==> src/rtl/universal_shift_register_pkg.sv <==
// Shared mode and direction codes for the universal shift register and its users.
package universal_shift_register_pkg;

  localparam logic [1:0] MODE_HOLD   = 2'b00;
  localparam logic [1:0] MODE_SHIFT  = 2'b01;
  localparam logic [1:0] MODE_ROTATE = 2'b10;
  localparam logic [1:0] MODE_BOUNCE = 2'b11;

  localparam logic DIR_RIGHT = 1'b0;
  localparam logic DIR_LEFT  = 1'b1;

endpackage

==> src/rtl/universal_shift_register_strobe_timer.sv <==
// Programmable-period prescaler: strobe is high for one cycle whenever the counter is at zero.
module strobe_timer #(
  parameter int PERIOD = 4194304,
  parameter int CNT_W  = 22
) (
  input  logic clock,
  input  logic reset_n,
  output logic strobe
);

  localparam logic [CNT_W-1:0] LAST = CNT_W'(PERIOD - 1);

  logic [CNT_W-1:0] count;

  // Counter resets to zero so the first strobe lands in the first cycle after release.
  always_ff @(posedge clock or negedge reset_n) begin
    if (!reset_n) begin
      count <= '0;
    end else if (count == LAST) begin
      count <= '0;
    end else begin
      count <= count + CNT_W'(1);
    end
  end

  assign strobe = (count == '0);

endmodule

==> src/rtl/universal_shift_register.sv <==
// WIDTH-bit hold/shift/rotate/bounce register stepped by an internal strobe, with priority parallel load.
module universal_shift_register
  import universal_shift_register_pkg::*;
#(
  parameter int WIDTH  = 10,
  parameter int PERIOD = 4194304,
  parameter int CNT_W  = 22
) (
  input  logic             clock,
  input  logic             reset_n,
  input  logic [1:0]       mode,
  input  logic             dir,
  input  logic             serial_in,
  input  logic             load,
  input  logic [WIDTH-1:0] load_data,
  output logic [WIDTH-1:0] q,
  output logic             serial_out,
  output logic             step,
  output logic             bounce_dir
);

  logic [WIDTH-1:0] q_next;
  logic             serial_out_next;
  logic             bounce_dir_next;

  strobe_timer #(
    .PERIOD (PERIOD),
    .CNT_W  (CNT_W)
  ) u_strobe_timer (
    .clock   (clock),
    .reset_n (reset_n),
    .strobe  (step)
  );

  // Load wins over a coincident step, which is then simply dropped.
  always_comb begin
    q_next          = q;
    serial_out_next = serial_out;
    bounce_dir_next = bounce_dir;
    if (load) begin
      q_next = load_data;
    end else if (step) begin
      case (mode)
        MODE_HOLD: ;
        MODE_SHIFT: begin
          if (dir == DIR_LEFT) begin
            q_next          = {q[WIDTH-2:0], serial_in};
            serial_out_next = q[WIDTH-1];
          end else begin
            q_next          = {serial_in, q[WIDTH-1:1]};
            serial_out_next = q[0];
          end
        end
        MODE_ROTATE: begin
          if (dir == DIR_LEFT) begin
            q_next = {q[WIDTH-2:0], q[WIDTH-1]};
          end else begin
            q_next = {q[0], q[WIDTH-1:1]};
          end
        end
        MODE_BOUNCE: begin
          // Turn around on the step that reaches an end, so the token never dwells there.
          if (q == '0) begin
            q_next          = WIDTH'(1);
            bounce_dir_next = DIR_LEFT;
          end else if (bounce_dir == DIR_LEFT) begin
            if (q[WIDTH-1]) begin
              q_next          = q >> 1;
              bounce_dir_next = DIR_RIGHT;
            end else begin
              q_next = q << 1;
            end
          end else begin
            if (q[0]) begin
              q_next          = q << 1;
              bounce_dir_next = DIR_LEFT;
            end else begin
              q_next = q >> 1;
            end
          end
        end
        default: ;
      endcase
    end
  end

  always_ff @(posedge clock or negedge reset_n) begin
    if (!reset_n) begin
      q          <= '0;
      serial_out <= 1'b0;
      bounce_dir <= DIR_LEFT;
    end else begin
      q          <= q_next;
      serial_out <= serial_out_next;
      bounce_dir <= bounce_dir_next;
    end
  end

endmodule

==> config.mk <==
export PLATFORM = sky130hd
export DESIGN_NAME = universal_shift_register
export DESIGN_NICKNAME = d
export VERILOG_FILES = /design/src/rtl/universal_shift_register_pkg.sv /design/src/rtl/universal_shift_register_strobe_timer.sv /design/src/rtl/universal_shift_register.sv
export SDC_FILE = /design/constraint.sdc
export NUM_CORES = 1
export LEC_CHECK = 0
export BUFFER_PORTS_ARGS = -buffer_cell sky130_fd_sc_hd__buf_2
export CAP_MARGIN = 5
export CORE_ASPECT_RATIO = 1.2
export CORE_MARGIN = 2
export CORE_UTILIZATION = 58
export CTS_BUF_LIST = sky130_fd_sc_hd__clkbuf_4
export CTS_CLUSTER_SIZE = 28
export DETAILED_ROUTE_END_ITERATION = 6
export HOLD_SLACK_MARGIN = 0.08
export PLACE_DENSITY = 0.81
export REMOVE_ABC_BUFFERS = 1
export SETUP_SLACK_MARGIN = 0.3
export SLEW_MARGIN = 10
export SYNTH_ARGS = -nofsm -noshare
export SYNTH_HDL_FRONTEND = slang
export SYNTH_SLANG_ARGS = --single-unit
==> constraint.sdc <==
create_clock -name clock -period 2.3 [get_ports clock]
set_input_delay 0.345 -clock clock [delete_from_list [all_inputs] [get_ports clock]]
set_output_delay 0.345 -clock clock [all_outputs]
set_load 0.01 [all_outputs]
# --- Word-level counts from Yosys, hierarchy flattened ---
# Cells that the tools add are included.
word_totals:
  reg_bits: 34
  latch_bits: 0
  ramBits: 0
  mem_bits_ro: 0
  out_inout_bits: 13
  memories: 0
classes:
  addsub: 1
  multipliers: 0
  div: 0
  magnitude_cmp: 0
  eq_ne: 4
  shifts: 0
  n_mux: 15
  n_bitwise: 1
  reduce_logical: 7
ops:
  columns: ["op", "count"]
  rows:
  - ["$mux 10", 8]
  - ["$pmux 10 s3", 1]
  - ["$add 22x1->22 const B", 1]
  - ["$eq 22x22->1 const B", 1]
  - ["$logic_not 22->1", 1]
  - ["$mux 22", 1]
  - ["$logic_not 10->1", 1]
  - ["$reduce_and 3->1", 2]
  - ["$mux 1", 5]
  - ["$eq 2x2->1 const B", 2]
  - ["$reduce_bool 4->1", 1]
  - ["$eq 2x1->1 const B", 1]
  - ["$reduce_and 2->1", 1]
  - ["$reduce_bool 2->1", 1]
  - ["$not 1->1", 1]

# --- Longest topological paths before layout ---
depth:
  depth_word: 6
  mapped_depth: 8

# --- Hierarchy ---
# Synthesis repeated with hierarchy kept, for this count alone.
unflattened:
  hier_cells: 210
  area_unflattened_um2: 2035.7
modules_own_cells:
  columns: ["module", "instances", "cells_each", "area_per_inst_um2", "seq_area_each_um2"]
  rows:
  - ["strobe_timer", 1, 109, 1134.8, 550.5]
  - ["universal_shift_register", 1, 101, 900.9, 301.5]

# --- Worst setup path after synthesis ---
# No wires, ideal clock.
synth_timing:
  path_kind: "reg2reg"
  from: "register u_strobe_timer.count[0]"
  to: "register q[0]"
  arrival_ps: 1824
  t_required_ps: 2175
  path_slack_ps: 351
  stages_incl_launch_ff: 9
  n_path_buf: 1
  path_cell_list: "dfrtp_1 > inv_1 > ha_1 > nor4b_2 > nand4_1 > nor3_2 > buf_6 > mux2_2 > mux2_2"
synth_via:
  elab_chain_len: 3
synth_rtl:
  columns: ["item", "line", "rtl"]
  rows:
  - ["start: declaration", "universal_shift_register_strobe_timer.sv:13", "logic [CNT_W-1:0] count;"]
  - ["start signal: assignment", "universal_shift_register_strobe_timer.sv:22", "count <= count + CNT_W'(1);"]
  - ["$logic_not 22->1", "universal_shift_register_strobe_timer.sv:26", "assign strobe = (count == '0);"]
  - ["$reduce_bool 2->1 (no source line)", null, null]
  - ["$reduce_and 2->1 (no source line)", null, null]
  - ["end signal: assignment", "universal_shift_register.sv:93", "q <= q_next;"]
  - ["end: declaration", "universal_shift_register.sv:16", "output logic [WIDTH-1:0] q,"]
# No other way between the ends.
# A chain may end at the register's enable or synchronous reset.

# --- Final worst setup path ---
layout_timing:
  from: "register u_strobe_timer.count[12]"
  to: "register q[0]"
# Same word-level chain as after synthesis.

==> qor.csv <==
stage,metric,value,unit
route,first drt pass iteration count,4,
final_layout,Diodes inserted,0,
clock_network,clock slew at reported path FFs,100,ps
synth,leading area contributor after synthesis,dfrtp_1,
setup_path,reg-to-reg startpoint,u_strobe_timer.count[12],
sta,setup violators final,0,
route,post-route ant nets,0,
global_route,first-pass GRT wire length,6.67,mm
clock_network,Worst-Skew Late Latency,330,ps
setup_path,Worst R2R Path Depth,6,
setup_path,Crit path top cell by count,mux2_2,
sta,Hold WS,214,ps
placed_design,detailed placement HPWL,2.82,mm
synth,post-synthesis sequential area ratio,43.7,%
synth,Mapped Cells,194,
sta,max-slew violation count,0,
placed_design,# port buffers,29,
setup_path,WP buf/inv,1,
synth,ys flop type,dfrtp_1,
sta,Setup Skew,4.65,ps
clock_network,CTS tree,done,
setup_path,Worst R2R End,q[0],
final_layout,# nets final,251,
floorplan,Initial Util,59.5,%
placed_design,placed inst area,2130,um^2
sta,final setup TNS,0,ps
route,routed vias/inst,5.62,
run,# Max-Cap Violations,0,
route,drt total wl,3.94,mm
route,WL/cell,14.6,um
synth,Synth cell types,41,
synth,Post-synth EDFFs,0,
setup_path,Worst setup endpoint,q[0],
global_route,initial antenna violation count,0,
setup_path,startpoint types,flip-flop,
route,Iter 0 DRT Violations,50,
final_layout,"Design Area, Final",2280,um^2
synth,synth warn,0,
sta,post-route minimum period,2050,ps
final_layout,"Area growth, synth to finish",16.7,%
setup_path,Critical Path RT,2530,ps
clock_network,CTS H-tree depth,2,
route,via count,1517,
sta,Fin. Hold Viols,0,
synth,fraction of registers with async set/reset,100,%
clock_network,Bufs on Longest Clock Path,2,
power,power per cell area,502,nW/um^2
final_layout,layout cells sized above 1,30.9,%
setup_path,"delay-heaviest family, CP",simple AND/OR/NAND/NOR gates,
global_route,grt ovf,0,
setup_path,max incr delay on CP,430,ps
floorplan,Core Region,3280,um^2
setup_path,CP arrival,2280,ps
synth,Area contributors post-synth,"dfrtp_1, mux2_2, xor2_1",
route,DRC viols,0,
floorplan,Die Y,67.5,um
setup_path,critical-path cell with the highest stage delay,dfrtp_1,
synth,syn avg cell area,10.1,um^2
clock_network,root buffer cell,clkbuf_4,
setup_path,CP Class,flip-flop to flip-flop,
setup_path,"critical path, cell by cell",nor4_1 -> nand4_1 -> buf_4 -> nor3_4 -> mux2_2 -> mux2_2,
global_route,gr usage total,22.6,%
floorplan,die width,56.9,um
min_path,HP Class,input pin to flip-flop,
setup_path,R2R setup slack,250,ps
sta,RSZ-0062 raised after global routing,yes,
setup_path,critical path launch point,u_strobe_timer.count[12],
clock_network,Clock Sinks,34,
floorplan,Die Footprint,3840,um^2
clock_network,CTS Buf Count,5,
synth,Yosys top cell area share,42.3,%
power,Pleak,1.02,nW
sta,Fmax,487,MHz
synth,"Cell Area, Synth",1950,um^2
synth,Synth Register Bits,34,
global_route,vias in the first global route,1425,
floorplan,# IOs,30,
power,peak supply drop,0.401,mV
status,status,completed,
sta,Worst-Margin Slew,738,ps
setup_path,Crit path depth,6,
global_route,pin count of the biggest net entering global routing,35,
setup_path,crit-path max FO,4,
floorplan,placement row count,23,
sta,Max-Slew Margin vs Limit,50.8,%
sta,Final Cycle Share,89.3,%
placed_design,GP Congestion,0.924,
setup_path,CP endpoint kind,flip-flop,
worst min path at each step:
stage | startpoint | depth (start not counted) | to
finish | load_data[4] | 3 | q[4]
global route | load_data[1] | 2 | q[1]
CTS | load_data[2] | 3 | q[2]
detailed placement | reset_n | 1 | serial_out
global placement | reset_n | 1 | serial_out
floorplan | reset_n | 0 | q[0]
area by class of cell:
cell class / count / area [um^2]
timing repair buffer: 37 / 214
sequential: 34 / 852
inverter: 7 / 26.3
tap: 37 / 46.3
clock buffer: 8 / 60.1
multi-input combinational: 147 / 1080
fill: 255 / 1000
cell families after synthesis:
| group | Yosys count | share of synthesized area (%) |
|---|---|---|
| AOI/OAI and AO/OA | 22 | 7.89 |
| adders and majority gates | 2 | 1.28 |
| muxes | 25 | 13.9 |
| buffers and inverters | 13 | 3.01 |
| and+or+nand+nor | 79 | 21.7 |
| xor gates and xnor gates | 19 | 8.53 |
| DFF | 34 | 43.7 |
flip-flops by register name, summed over array words and instances, names as in the netlist:
register,count
bounce_dir,1
q,10
serial_out,1
u_strobe_timer.count,22
stage by stage:
stage / cells / total power, W / utilization, % / setup slack [ps]
floorplan: 188 / 0.000739 / - / 26.4
global placement: 257 / 0.000806 / 65.0 / 318
detailed placement: 257 / 0.000812 / 65.0 / 271
CTS: 269 / 0.00116 / 68.2 / 248
global route: 270 / 0.00121 / 69.4 / 66.3
finish: 270 / 0.00114 / 69.4 / 246
synthesized netlist by cell type, types with 3 or more instances:
library cell  count
nor3_1            6
o21ai_0           6
xnor2_1           7
mux2_2           15
nand4_1           7
xor2_1           12
a21oi_1           3
inv_1             7
nor2_1           19
dfrtp_1          33
nor4_1            5
and2_1            3
mux2i_1           9
nand3_1           8
nand2_1          18
cell usage in the layout, fill, tap and decap left out, types with 3 or more instances in the layout:
| cell | instances |
|---|---|
| dfrtp_1 | 33 |
| buf_2 | 28 |
| nor2_1 | 19 |
| nand2_1 | 18 |
| mux2_2 | 15 |
| xor2_1 | 12 |
| mux2i_1 | 9 |
| nand3_1 | 8 |
| clkbuf_4 | 8 |
| nand4_1 | 7 |
| xnor2_1 | 7 |
| buf_4 | 7 |
| nor3_1 | 6 |
| o21ai_0 | 6 |
| inv_1 | 4 |
| nor4_1 | 4 |
| inv_2 | 3 |
| and2_1 | 3 |
| a21oi_1 | 3 |
tightest hold or removal path, stage by stage:
cell     delay, ps
buf_2           80
nand2_1         40
o21ai_0         50
report_power, final:
part,total (W),internal (W),switching [W]
Sequential,0.000644,0.000615,0.0000292
Clock,0.000342,0.000157,0.000185
Combinational,0.000156,0.0000780,0.0000784
per-layer routing:
layer  GRT usage [%]  wire length, um
met5               0                0
met2            37.8             1980
met1            28.6             1750
met3            5.17              151
met4            8.72               61
what timing repair did:
item | in CTS | in global routing
resized for setup | 2 | 8
hold buffers | 1 | 0
pin swaps | 2 | 3
cloned | 0 | 0
endpoints found under the hold margin | 3 | 0
setup buffers | 3 | 1
setup endpoints to repair | 4 | 11
Note: power is estimated with default switching activity, not from simulation.
